$ cat src/rtl/fir_mac_sequencer.sv
// Read-side sequencer for the FIR tap delay line: accepts a sample, sweeps all taps
// through a MAC, presents the scaled result. Define FIR_SATURATE_EN to clamp instead of wrap.
module fir_mac_sequencer #(
    parameter int unsigned WIDTH     = 16,
    parameter int unsigned LENGTH    = 64,
    parameter int unsigned FRAC_BITS = 15
) (
    input  logic                      clk,
    input  logic                      rst,
    input  logic                      in_valid,
    input  logic [WIDTH-1:0]          in_data,
    output logic                      in_ready,
    output logic                      shift_enb,
    output logic [WIDTH-1:0]          shift_data,
    output logic [LENGTH-1:0]         pointer,
    input  logic [WIDTH-1:0]          tap_data,
    output logic [$clog2(LENGTH)-1:0] coef_idx,
    input  logic [WIDTH-1:0]          coef_data,
    output logic                      out_valid,
    output logic [WIDTH-1:0]          out_data,
    input  logic                      out_ready
);

    localparam int unsigned IDX_W  = $clog2(LENGTH);
    localparam int unsigned PROD_W = 2 * WIDTH;
    localparam int unsigned ACC_W  = PROD_W + IDX_W;
    localparam logic [IDX_W-1:0] LAST_IDX = IDX_W'(LENGTH - 1);

    typedef enum logic [1:0] {
        IDLE,
        MAC,
        OUT
    } state_t;

    state_t                   state_q, state_d;
    logic [IDX_W-1:0]         idx_q, idx_d;
    logic signed [ACC_W-1:0]  acc_q, acc_d;
    logic                     out_valid_q, out_valid_d;
    logic [WIDTH-1:0]         out_data_q, out_data_d;

    logic signed [PROD_W-1:0] tap_ext, coef_ext, product;
    logic signed [ACC_W-1:0]  sum, scaled;
    logic [WIDTH-1:0]         result;

    // Operands are sign-extended to the product width so the multiply is full precision.
    always_comb begin
        tap_ext  = {{WIDTH{tap_data[WIDTH-1]}}, tap_data};
        coef_ext = {{WIDTH{coef_data[WIDTH-1]}}, coef_data};
        product  = tap_ext * coef_ext;
        sum      = acc_q + {{IDX_W{product[PROD_W-1]}}, product};
        scaled   = sum >>> FRAC_BITS;
    end

`ifdef FIR_SATURATE_EN
    localparam logic signed [ACC_W-1:0] SAT_MAX = {{(ACC_W - WIDTH + 1){1'b0}}, {(WIDTH - 1){1'b1}}};
    localparam logic signed [ACC_W-1:0] SAT_MIN = {{(ACC_W - WIDTH + 1){1'b1}}, {(WIDTH - 1){1'b0}}};

    always_comb begin
        result = scaled[WIDTH-1:0];
        if (scaled > SAT_MAX) begin
            result = SAT_MAX[WIDTH-1:0];
        end else if (scaled < SAT_MIN) begin
            result = SAT_MIN[WIDTH-1:0];
        end
    end
`else
    always_comb begin
        result = scaled[WIDTH-1:0];
    end
`endif

    always_comb begin
        state_d     = state_q;
        idx_d       = idx_q;
        acc_d       = acc_q;
        out_valid_d = out_valid_q;
        out_data_d  = out_data_q;
        in_ready    = 1'b0;
        shift_enb   = 1'b0;
        shift_data  = in_data;
        pointer     = '0;
        coef_idx    = '0;

        case (state_q)
            IDLE: begin
                in_ready  = 1'b1;
                shift_enb = in_valid;
                if (in_valid) begin
                    acc_d   = '0;
                    idx_d   = '0;
                    state_d = MAC;
                end
            end
            MAC: begin
                pointer[IDX_W-1:0] = idx_q;
                coef_idx           = idx_q;
                acc_d              = sum;
                idx_d              = idx_q + 1'b1;
                if (idx_q == LAST_IDX) begin
                    idx_d       = '0;
                    out_data_d  = result;
                    out_valid_d = 1'b1;
                    state_d     = OUT;
                end
            end
            OUT: begin
                if (out_ready) begin
                    out_valid_d = 1'b0;
                    state_d     = IDLE;
                end
            end
            default: begin
                state_d = IDLE;
            end
        endcase
    end

    always_ff @(posedge clk or posedge rst) begin
        if (rst) begin
            state_q     <= IDLE;
            idx_q       <= '0;
            acc_q       <= '0;
            out_valid_q <= 1'b0;
            out_data_q  <= '0;
        end else begin
            state_q     <= state_d;
            idx_q       <= idx_d;
            acc_q       <= acc_d;
            out_valid_q <= out_valid_d;
            out_data_q  <= out_data_d;
        end
    end

    assign out_valid = out_valid_q;
    assign out_data  = out_data_q;

endmodule
$ cat config.mk
export PLATFORM = sky130hd
export DESIGN_NAME = fir_mac_sequencer
export DESIGN_NICKNAME = d
export VERILOG_FILES = /design/src/rtl/fir_mac_sequencer.sv
export SDC_FILE = /design/constraint.sdc
export NUM_CORES = 1
export LEC_CHECK = 0
export ABC_AREA = 0
export BUFFER_PORTS_ARGS = -buffer_cell sky130_fd_sc_hd__buf_2
export CAP_MARGIN = 0
export CORE_MARGIN = 2
export CORE_UTILIZATION = 60
export CTS_BUF_LIST = sky130_fd_sc_hd__clkbuf_16
export DETAILED_ROUTE_END_ITERATION = 10
export GPL_ROUTABILITY_DRIVEN = 1
export PLACE_DENSITY_LB_ADDON = 0.25
export SYNTH_ARGS = -nofsm -noshare
export SYNTH_HDL_FRONTEND = slang
export SYNTH_SLANG_ARGS = --single-unit
$ cat constraint.sdc
create_clock -name clk -period 3.9 [get_ports clk]
set_input_delay 0.585 -clock clk [delete_from_list [all_inputs] [get_ports clk]]
set_output_delay 0.585 -clock clk [all_outputs]
set_load 0.01 [all_outputs]
# Yosys cells after proc, flatten, opt, wreduce, memory -nomap -nowiden
# Cells that the tools add are included.
# op_classes
n_mul,1
mux,15
n_eq_ne,6
reduce_logical,7
add_sub_neg,2
# op_table
op,n
$pmux W38 S2,1
$add A38 B38 Y38,1
$mux W38,1
$mul A16 B16 Y32,1
$mux W6,3
$pmux W6 S2,1
$add A6 B1 Y6 const B,1
$eq A6 B6 Y1 const B,1
$mux W2,3
$ne A2 B2 Y1 const B,3
$pmux W2 S3,1
$reduce_and A3 Y1,2
$mux W1,4
$reduce_and A2 Y1,2
$reduce_bool A2 Y1,2
$eq A2 B1 Y1 const B,1
$eq A2 B2 Y1 const B,1
$logic_not A2 Y1,1
$pmux W1 S2,1
# totals
elab_cells,36
reg_bits,63
output_inout_bits,105
in_bits,52

# Logic depth before layout (Yosys ltp)
# depth
word_depth,3
mapped_depth,33

# Least setup slack after synthesis
# Ideal clock, no wire load.
# synth_timing
path_kind,input to register
start,input coef_data[7]
end,"register out_data_q[15], in the netlist out_data[15]"
stages,32
arrival_ps,7502
setup_slack_ps,-3679
required_ps,3824
path_cell_list,clkbuf_1 nand2_1 fa_1 inv_1 fa_1 inv_1 fa_1 inv_1 fa_1 fa_1 inv_1 fa_1 inv_1 ha_1 and3_1 a221o_1 o31a_2 o21ai_1 nand2b_1 a21o_1 a21oi_1 xnor2_1 ha_1 a21oi_1 o21ai_0 nor2_1 nand2_1 o211ai_1 a21oi_1 a211oi_1 xnor3_1 o21ai_1
# synth_via
elab_chain_len,2
# synth_lines
element,line,rtl
"start, declared",18,"input logic [WIDTH-1:0] coef_data,"
$mul A16 B16 Y32,49,product = tap_ext * coef_ext;
$add A38 B38 Y38,50,"sum = acc_q + {{IDX_W{product[PROD_W-1]}}, product};"
"end signal, assigned",130,out_data_q <= out_data_d;
"end, declared",39,"logic [WIDTH-1:0] out_data_q, out_data_d;"
# Every way passes these cells.
# A chain may end at the register's enable or synchronous reset.

# Worst setup path after layout
# layout_timing
start,input tap_data[7]
end,"register out_data_q[13], in the netlist out_data[13]"
# layout_via
elab_chain_len,2
# layout_lines
element,line,rtl
"start, declared",16,"input logic [WIDTH-1:0] tap_data,"
$mul A16 B16 Y32,49,
$add A38 B38 Y38,50,
# Every way passes these cells.

==> run_results.csv <==
group,metric,value,unit
drt,vias_per_cell,5.46,
yosys,synth_top_family_by_area,"adder cells",
setup_path,rr_startpoint,"acc_q[0]",
cts,cts_max_level,2,
place,dp_slack,-3.80,ns
floorplanning,core.rowCount,55,
yosys,synth.area.mux_share,0.00244,
drt,vias,11427,
place,placed_area,15900,um^2
floorplanning,die-area,24300,um^2
yosys,synth_top_area_share,0.372,
drt,firstDrtPassIters,5,
global_routing,grt_overflow_total,0,
setup_path,crit_path_end_kind,"register",
cells_and_area,final_layout_size_suffix_gt1_frac,0.301,
sta,min_period_over_period,1.92,
cts,clk_transition_reported_paths,0.09,ns
floorplanning,dieWidth,156,um
status,violations,"negative setup slack",
sta,slew_viol_final,0,
cts,clkLatencyLatePin,0.31,ns
place,dp_hpwl,27500,um
yosys,syn_area,13800,um^2
global_routing,gr-usage-all-layers,0.304,
flow_run,maxCapViolCount,0,
setup_path,worstSetupStartpointType,"input port",
sta,rsz0062_at_grt,"true",
sta,tns,-123.22,ns
place,finalWeightedCongestion,0.887,
floorplanning,die_h,156,um
cells_and_area,nets,2230,
yosys,syn_area_per_cell,8.91,um^2
yosys,yosys_warnings,0,
sta,worst_slack,-3.59,ns
global_routing,grt_pass1_vias,12227,
setup_path,r2r_slack,1.00,ns
cts,cts_num_sinks,56,
yosys,synth.most_common_cell,"inv_1",
yosys,synth_seq_area_share,0.101,
place,placed_cells,2046,
sta,tightest_slew,1.01,ns
sta,clock_skew,0.0138,ns
yosys,synthCells,1552,
sta,setup-violations-final,43,
yosys,yosys-top-cells-area,"fa_1 37%, ha_1 10%, dfrtp_1 10%",
cells_and_area,layout.cells.non_filler,2093,
setup_path,cp-startpoint,"tap_data[7]",
setup_path,worst-endpoint-arrival,7.66,ns
setup_path,crit_type,"in2reg",
status,status,"finished, violations left",
drt,ant_nets,0,
yosys,synth_edf_count,0,
cts,cts_hold_buffers,0,
setup_path,required,4.07,ns
global_routing,antenna_found_initial,0,
cts,root_buffer,"clkbuf_16",
yosys,synth_common_cells,"305 x inv_1, 257 x fa_1, 180 x nand2_1",
drt,drc,0,
cts,max-clock-path-buffers,2,
cells_and_area,stdcell_area,17600,um^2
cells_and_area,num-fill-cells,1385,
sta,post-route-min-period,7.49,ns
floorplanning,ios,157,
global_routing,grt_max_degree,36,
sta,slew_headroom,0.323,
yosys,yosys.area_share.xor_xnor,0.0409,
global_routing,grt_pass1_wl,59500,um
place,place.port_buffers,66,
floorplanning,core,22600,um^2
yosys,synth_compound_area_frac,0.0892,
cells_and_area,syn2layout_area_growth,27.3,%
cells_and_area,antenna_cells,0,
yosys,synth_flop_cell,"dfrtp_1",
yosys,synth-simple-area-share,0.152,
sta,hold_viol,0,
floorplanning,start_util,0.611,
setup_path,cpPeakStageDelay,0.55,ns
setup_path,slowest_stage,"fa_1",
drt,routed_wirelength,36900,um
setup_path,cp_max_fo,6,
yosys,synth-async-reset-ratio,1.00,
sta,fmax,0.133,GHz
yosys,ys_types,58,
yosys,synth_top_area_cell,"fa_1",
yosys,synth_fa_ha_area_frac,0.475,
setup_path,path_common_cell,"fa_1",
cts,cts_buffers,5,
yosys,synth_seq_cells,56,
hold_path,hp-class,"in2async",
cts,cts_tree,"done",
drt,drt-initial-drc-count,774,
drt,post_drt_wl_per_cell,17.7,um
[through the flow]
step                       util  hold slack [ns]
final                     0.777            0.285
after global routing      0.777            0.319
after CTS                 0.752            0.309
after detailed placement  0.702            0.470
after global placement    0.702            0.462
after floorplan               -            0.454
[critical path, delay by kind of cell]
family / cells / cell delay (ns)
buffers and inverters: 8 / 0.79
xor gates and xnor gates: 2 / 0.36
AOI/OAI and AO/OA: 9 / 1.86
adders and majority gates: 8 / 3.54
and+or+nand+nor: 5 / 0.54
[state kept, by name, summed over array words and instances, names as in the netlist]
name / count
state_q: 2
out_data: 16
idx_q: 6
acc_q: 31
out_valid: 1
[layout by cell type, fill, tap and decap left out, drive strengths merged, types with 8 or more instances in the layout]
cell type,count
nand2b,14
fa,257
nor3,8
dfrtp,56
nand2,180
inv,307
xnor2,37
o21ai,77
conb,58
ha,114
a21o,17
buf,317
and3,10
nand3,30
nor2,49
a211oi,10
xor2,25
a21oi,46
and2,124
[worst paths after layout]
path	endpoint	cells after the start
worst max-delay path	out_data[13]	32
worst min-delay path	out_valid	2
worst max register to register	out_data[5]	12
worst min register to register	out_data[11]	2
max in group asynchronous	acc_q[27]	3
min in group clk	state_q[1]	2
[cell families after synthesis]
group                    count (synthesis)
buffers and inverters                  432
XOR/XNOR                                63
flip-flops                              56
other                                    1
AO/OA/AOI/OAI                          194
AND/OR/NAND/NOR                        432
multiplexers                             3
adder cells (fa/ha/maj)                371
[routing by layer]
layer  up-vias  track usage  part of all wire
met5         -            0                 0
met4         0       0.0773             0.025
met3       100       0.0303             0.047
met2       419        0.534              0.52
met1      5778        0.409              0.41
li1       5130            -                 -
[final cells by class]
cell class,instances,area (um^2),area share
flip-flops and latches,56,1400,0.0796
inverters,306,1150,0.0653
clock buffers,5,125,0.00711
well taps,285,357,0.0203
clock inverters,3,33.8,0.00192
multi-input cells,1121,12000,0.680
repair buffers,317,2570,0.146
[timing repair]
item | in CTS | in global routing
pin swaps | 85 | 72
hold endpoints to repair | 0 | 0
buffers inserted | 29 | 16
resized for setup | 193 | 108
endpoints found under the setup margin | 43 | 43
Power is left out: the tool's default activity adds up to more than one toggle a clock period on the data nets, which glitch-free logic cannot reach.
